===== src/rtl/id_scoreboard.sv =====
// Decode-stage register scoreboard: tracks int/FP destinations owned by in-flight
// long-latency operations and stalls decode on RAW, WAW or capacity hazards.
module id_scoreboard #(
   parameter  int MAX_INFLIGHT = 4,
   parameter  int CNT_W        = 32,
   localparam int IF_W         = $clog2(MAX_INFLIGHT + 1)
) (
   input  logic             clk,
   input  logic             rst,
   input  logic             D_valid,
   input  logic             flush,
   input  logic [4:0]       D_rs1,
   input  logic [4:0]       D_rs2,
   input  logic [4:0]       D_rd,
   input  logic [4:0]       D_rs1_f,
   input  logic [4:0]       D_rs2_f,
   input  logic [4:0]       D_rd_f,
   input  logic             D_use_rs1,
   input  logic             D_use_rs2,
   input  logic             D_use_rs1_f,
   input  logic             D_use_rs2_f,
   input  logic             D_reg_write_enable,
   input  logic             D_reg_write_enable_f,
   input  logic             D_long,
   input  logic             W_write_enable,
   input  logic             W_write_enable_f,
   input  logic [4:0]       W_rd,
   output logic             D_stall,
   output logic             D_issue,
   output logic [IF_W-1:0]  inflight,
   output logic             full,
   output logic [CNT_W-1:0] stall_count
);

   logic [31:0]     busy_i;
   logic [31:0]     busy_f;
   logic [31:0]     busy_i_nxt;
   logic [31:0]     busy_f_nxt;
   logic [IF_W-1:0] inflight_nxt;
   logic            live;
   logic            raw;
   logic            waw;
   logic            cap;
   logic            hazard;
   logic            set_i;
   logic            set_f;
   logic            clr_i;
   logic            clr_f;

   // Reset blocks decode outright so nothing issues against a scoreboard being cleared.
   assign live = D_valid & ~flush & ~rst;

   assign raw = (D_use_rs1   & busy_i[D_rs1])
              | (D_use_rs2   & busy_i[D_rs2])
              | (D_use_rs1_f & busy_f[D_rs1_f])
              | (D_use_rs2_f & busy_f[D_rs2_f]);

   assign waw = (D_reg_write_enable   & busy_i[D_rd])
              | (D_reg_write_enable_f & busy_f[D_rd_f]);

   assign cap    = D_long & (D_reg_write_enable | D_reg_write_enable_f) & full;
   assign hazard = raw | waw | cap;

   assign D_stall = live & hazard;
   assign D_issue = live & ~hazard;

   assign set_i = D_issue & D_long & D_reg_write_enable & (D_rd != 5'd0);
   assign set_f = D_issue & D_long & D_reg_write_enable_f;
   assign clr_i = W_write_enable   & busy_i[W_rd];
   assign clr_f = W_write_enable_f & busy_f[W_rd];

   always_comb begin
      // NOTE: defaults first so every path assigns every bit; otherwise a latch is inferred.
      busy_i_nxt = busy_i;
      busy_f_nxt = busy_f;
      if (clr_i) busy_i_nxt[W_rd]   = 1'b0;
      if (clr_f) busy_f_nxt[W_rd]   = 1'b0;
      if (set_i) busy_i_nxt[D_rd]   = 1'b1;
      if (set_f) busy_f_nxt[D_rd_f] = 1'b1;
      busy_i_nxt[0] = 1'b0;
   end

   // Every busy bit is exactly one outstanding write, so the count tracks sets minus clears.
   assign inflight_nxt = inflight + IF_W'(set_i) + IF_W'(set_f)
                       - IF_W'(clr_i) - IF_W'(clr_f);

   always_ff @(posedge clk) begin
      // NOTE: non-blocking assignments keep every register sampling pre-edge values.
      if (rst) begin
         // NOTE: busy vectors are reset too; stale ownership would stall decode forever.
         busy_i      <= '0;
         busy_f      <= '0;
         inflight    <= '0;
         full        <= 1'b0;
         stall_count <= '0;
      end else begin
         busy_i   <= busy_i_nxt;
         busy_f   <= busy_f_nxt;
         inflight <= inflight_nxt;
         full     <= (inflight_nxt == IF_W'(MAX_INFLIGHT));
         if (D_stall && (stall_count != '1))
            stall_count <= stall_count + CNT_W'(1);
      end
   end

endmodule


===== config.mk =====
export PLATFORM = sky130hd
export DESIGN_NAME = id_scoreboard
export DESIGN_NICKNAME = d
export VERILOG_FILES = /design/src/rtl/id_scoreboard.sv
export SDC_FILE = /design/constraint.sdc
export NUM_CORES = 1
export LEC_CHECK = 0
export ABC_CLOCK_PERIOD_IN_PS = 4700
export CORE_MARGIN = 2
export CORE_UTILIZATION = 40
export CTS_CLUSTER_SIZE = 40
export DETAILED_ROUTE_END_ITERATION = 8
export PLACE_DENSITY = 0.69
export SLEW_MARGIN = 15
export SYNTH_ARGS = -nofsm -noshare
export SYNTH_HDL_FRONTEND = slang
export SYNTH_SLANG_ARGS = --single-unit

===== constraint.sdc =====
create_clock -name clk -period 4.7 [get_ports clk]
set_input_delay 0.94 -clock clk [delete_from_list [all_inputs] [get_ports clk]]
set_output_delay 0.94 -clock clk [all_outputs]
set_load 0.02 [all_outputs]

# ---- Word level (Yosys, flattened, before mapping)
# Cells that the tools add are included.
dict set report totals {
  register_bits 100
  input_bits 48
  out_inout_bits 38
  wordCells 87
}
dict set report op_classes {
  addsub 5
  magnitude_cmp 10
  eq_ne 2
  n_mux 26
  bitwise 33
  reduce_logical 5
}
# op n
set ops {}
lappend ops {{two-way mux 32 bit} 4}
lappend ops {{AND 32 bit} 2}
lappend ops {{bitwise OR 32 bit} 2}
lappend ops {{less-than comparator 5 x 6 -> 1 bit (second input constant)} 7}
lappend ops {{binary-select mux 1 bit (select 5 bit)} 8}
lappend ops {{adder 32 x 1 -> 32 bit (second input constant)} 1}
lappend ops {{inequality test 32 bit (second input constant)} 1}
lappend ops {{inverter 32 bit} 1}
lappend ops {{AND 1 bit} 18}
lappend ops {{demux 1 bit (select 5 bit)} 3}
lappend ops {{>= comparator 5 x 1 -> 1 bit (second input constant)} 3}
lappend ops {{two-way mux 1 bit} 11}
lappend ops {{bitwise OR 1 bit} 7}
lappend ops {{adder 3 x 1 -> 3 bit} 2}
lappend ops {{subtractor 3 x 1 -> 3 bit} 2}
lappend ops {{nonzero test 5 bit} 1}
lappend ops {{logical AND 1 bit} 4}
lappend ops {{== test 3 bit (second input constant)} 1}
lappend ops {{inverter 1 bit} 3}

# ---- Longest topological paths before layout
# Gate-level depths: netlist of the first run.
dict set report depth {
  word_depth 18
  ltp_mapped 16
  ltp_nobuf 14
}

# ---- Worst setup path before layout of the first run
# Ideal clock, no wire load.
dict set report synth_timing {
  kind {input port to flip-flop}
  startpoint {input D_rs1_f[1]}
  endpoint {register full}
  arrival_ns 4.469
  path_slack_ns 0.135
  path_stages 13
  path_buffers 1
  path_cell_list {buf_2 mux4_2 mux4_2 mux2_2 nand2_1 nand4_1 nor2_1 nand4_1 fa_1 fa_1 inv_1 ha_1 nor4b_1}
}
dict set report synth_between {
  elab_chain_len 17
  elab_cells_between_ends 18
  classes_between {4 x add/sub; 1 x eq/ne; 2 x mux; 11 x bitwise}
}
# element line
set synth_lines {}
lappend synth_lines {{start: declaration} 15} ;# input logic [4:0] D_rs1_f,
lappend synth_lines {{binary-select mux 1 bit (select 5 bit) (*)} 55} ;# | (D_use_rs1_f & busy_f[D_rs1_f])
lappend synth_lines {{two-way mux 1 bit (implied by the code) (*)} 55}
lappend synth_lines {{AND 1 bit (*)} 55}
lappend synth_lines {{bitwise OR 1 bit (*)} 55}
lappend synth_lines {{bitwise OR 1 bit (*)} 56} ;# | (D_use_rs2_f & busy_f[D_rs2_f]);
lappend synth_lines {{bitwise OR 1 bit (*) (2 in series)} 62} ;# assign hazard = raw | waw | cap;
lappend synth_lines {{inverter 1 bit (*)} 65} ;# assign D_issue = live & ~hazard;
lappend synth_lines {{AND 1 bit (*)} 65}
lappend synth_lines {{named net D_issue} 29} ;# output logic D_issue,
lappend synth_lines {{AND 1 bit (*)} {67, 68}}
lappend synth_lines {{AND 1 bit (2 in series)} 67} ;# assign set_i = D_issue & D_long & D_reg_write_enable & (D_rd != 5'd0);
lappend synth_lines {{adder 3 x 1 -> 3 bit} 84} ;# assign inflight_nxt = inflight + IF_W'(set_i) + IF_W'(set_f)
lappend synth_lines {{adder 3 x 1 -> 3 bit (*)} 84}
lappend synth_lines {{subtractor 3 x 1 -> 3 bit (*) (2 in series)} 85} ;# - IF_W'(clr_i) - IF_W'(clr_f);
lappend synth_lines {{named net inflight_nxt[1]} 39} ;# logic [IF_W-1:0] inflight_nxt;
lappend synth_lines {{== test 3 bit (*)} 100} ;# full <= (inflight_nxt == IF_W'(MAX_INFLIGHT));
lappend synth_lines {{end signal: assignment} 100}
lappend synth_lines {{end: declaration} 31} ;# output logic full,
# Mark *: on every way through the listed nets, which the timed path passes. The rest lies on a longest branch. The select of a mux whose other input is x is not followed.
# A chain may end at the register's enable or synchronous reset.

# ---- Worst setup path in the final report of the first run
dict set report layout_timing {
  startpoint {input D_rs1_f[1]}
  endpoint {output D_issue}
}
dict set report layout_between {
  elab_chain_len 9
}
# element line
set layout_lines {}
lappend layout_lines {{binary-select mux 1 bit (select 5 bit)} 55}
lappend layout_lines {{two-way mux 1 bit (implied by the code)} 55}
lappend layout_lines {{AND 1 bit} 55}
lappend layout_lines {{bitwise OR 1 bit} 55}
lappend layout_lines {{bitwise OR 1 bit} 56}
lappend layout_lines {{bitwise OR 1 bit (2 in series)} 62}
lappend layout_lines {{inverter 1 bit} 65}
lappend layout_lines {{AND 1 bit} 65}
lappend layout_lines {{end: declaration} 29}
# No other way between the ends. The select of a mux whose other input is x is not followed.

==> metrics.txt, run 1 <==
status=finished, final reports clean; Area Overhead vs Synth=23.6%; mux contribution to synthesized area=between 20% and 30%; asr flop ratio synth=0%; CTS Sinks=99; WL final=21.6 mm; Hold EP=stall_count[6]; HP Class=reg -> reg; Sw Ratio=between 20% and 30%; WHS=just under 0.5 ns; post-synthesis sequential area ratio=between 20% and 30%; post-synthesis simple-gate area fraction=~26%; max_cap viols=0; drt first pass iters=5; drt initial violations=between 700 and 800; most frequent cells in the layout=o21ai_0 (116), dfxtp_1 (99), nor2b_1 (87); number of global-route vias before repair=6181; CTS tree=done; port buffer count=85; multi-input logic area=roughly 4700 um2; clock share of power=between 40 and 50%; worst slew pin tran=around 1.2 ns; Hold Crit Start=stall_count[6]; Final Hold Fails=0; Die W=approximately 140 um; leading cell type in the layout, fill and taps excluded=o21ai_0; Synth Flop Type=dfxtp_1; synthesized-area fraction occupied by adder cells=1.12%; Detailed Place HPWL=15.4 mm; power share of the combinational group=about an eighth; pwr dens=roughly 220 nW/um2; Setup crit start=D_rs1_f[1]; VDD IR max=0.169 mV; Layout Utilization=49.9%; main combinational cell family by area after synthesis=simple AND/OR/NAND/NOR gates; crit path time final=4.63 ns; R2R Path Start=busy_f[6]; Fill cells=1592; Seq pwr share=between 40% and 50%; clk_lat worst skew=about 0.35 ns; Register Area=between 1500 and 2000 um2; Post-layout nets=927; antenna-violating nets left=0; internal power=around 1.4 mW; fmax=between 0.2 and 0.25 GHz; synth top area cells=dfxtp_1 (29%), mux4_2 (15%), o21ai_0 (8.4%); Bufs on Longest Clock Path=2; library cells used by synthesis=between 50 and 60; Post-Synth XOR/XNOR Area=0.253%; GRT Util Overall=a little under a quarter; layout cell share with drive strength beyond 1=between 15 and 20%; Reg2Reg Depth=13; Compound-Gate Fraction of Synth Area=~16%; Core Region=17100 um2; critical path startpoint category=input port; I/O pins=86; antenna cells=0; CTS buffer count=9; Placer Congestion=approximately 0.95; Period Utilization, post-route=around 100%; standard-cell rows=48; initial antenna violation count=0; first-pass GRT wire length=between 30 and 40 mm; vias post-DR=between 6000 and 7000; number of synthesized register bits=99; vias per inst=~6.2; syn_nets=841; Mapped Cells=slightly below 800; CTS root buf=clkbuf_16; DRC viols=0; Initial Util=between 40% and 50%; Hold Crit Depth=1; Max Slew Vio Count=0; WP data arrival=between 3 and 4 ns; top-area cell type share of the netlist area=about 29%; chip height=135 um; Post-Syn Area=around 7000 um2; die area=roughly 18000 um2; Worst Clk Skew=about 0.0085 ns; end of the worst register-to-register path=full; Worst R2R Setup Slack=about 0.96 ns; Post-CTS Repair Setup Buffers=0; Slew HR=between 20% and 30%; CP Max Fanout=5; Yosys warning count=0; Routed wire per std cell=roughly 20 um; cts hold-fix bufs=0; Setup-failing EPs final=0; Crit. End Element=output pin; Leak=between 2 and 3 nW; leading area contributor after synthesis=dfxtp_1; P_sw=0.467 mW; grt ovf=0; Worst-path clk slew=0.07 ns; H-tree lvl count=3; pin count of the biggest net entering global routing=around 110; EDFF count, synth=0; Critical Path RT=3.76 ns; CP Class=in -> out; syn avg cell area=8.77 um2
[metrics by stage]
stage | cells | TNS (ns) | setup slack [ns] | area [um2] | total power [mW]
floorplan | 788 | 0 | 0.135 | 6910 | 0.991
global placement | 1088 | -0.381 | -0.159 | 8180 | 1.10
detailed placement | 1088 | -0.676 | -0.202 | 8180 | 1.10
CTS | 1103 | 0 | 0.0761 | 8490 | 1.89
global route | 1103 | -0.0460 | -0.0304 | 8540 | 1.95
finish | 1103 | 0 | 0.0684 | 8540 | 1.89
[cell families (layout without fill, tap and decap cells)]
kind of cell    after synthesis  in the layout
compound gates              199            199
mux                         105            105
buf+inv                      72            162
simple gates                306            306
flops                        99             99
xor+xnor                      2              2
fa+ha+maj                     5              5
[synthesized netlist by cell type (all sizes together), types with 15 or more instances]
cell type	instances
inv	18
mux2i	40
mux4	45
clkbuf	32
dfxtp	99
mux2	20
o21ai	132
a21oi	18
nand3	33
o31ai	15
buf	22
nor2b	87
or3	19
nand2	35
nor2	30
nor3	17
[timing repair]
action | 4_1_cts | 5_1_grt
endpoints found under the setup margin | 2 | 2
pin swaps | 0 | 9
resized for setup | 2 | 13
[layer usage]
metal	part of all wire [%]	GRT usage (%)	vias up
met5	0	0	-
met4	3.5	9.49	0
met3	8.4	2.96	61
met2	46	37.7	350
met1	42	32.8	3272
li1	-	-	3135
[critical path: stages]
cell             delay (ns)
clkdlybuf4s50_1        0.47
buf_6                  0.13
mux4_2                 0.50
mux4_2                 0.50
mux2_4                 0.29
nand2_1                0.09
nand4_1                0.16
nor2_2                 0.18
buf_4                  0.14
clkdlybuf4s15_1        0.29
[worst max-delay path by stage]
stage	slack, ns	endpoint	depth (start not counted)
final	0.07	D_issue	10
after global routing	-0.03	full	15
after CTS	0.08	D_issue	10
after detailed placement	-0.20	full	14
after global placement	-0.16	D_issue	10
after floorplan	0.13	full	13
[flip-flops by register name, indices dropped and copies added, names as in the netlist]
| register | flops |
|---|---|
| busy_i | 31 |
| inflight | 3 |
| stall_count | 32 |
| busy_f | 32 |
| full | 1 |
[power by group through the flow]
stage | clock network [mW] | registers (mW) | logic, mW
2_1_floorplan | 0 | 0.862 | 0.130
3_3_place_gp | 0 | 0.862 | 0.236
3_5_place_dp | 0 | 0.862 | 0.238
4_1_cts | 0.812 | 0.842 | 0.239
5_1_grt | 0.844 | 0.842 | 0.260
6_report | 0.807 | 0.842 | 0.243
[cell type report]
class                           count  share of cell area [%]
Inverter                           18                   0.791
Multi-Input combinational cell    617                    54.6
Sequential cell                    99                    23.2
Clock buffer                       10                    2.80
Clock inverter                      5                   0.908
Tap cell                          225                    3.30
Timing Repair Buffer              129                    14.4
No activity file was read; power rests on OpenSTA's default activity.
==> run 2, diff against run 1 <==
- ABC_CLOCK_PERIOD_IN_PS: 4700 -> not set
==> results of run 2 <==
The final DEF is identical to that of run 1; final timing and power are the same.
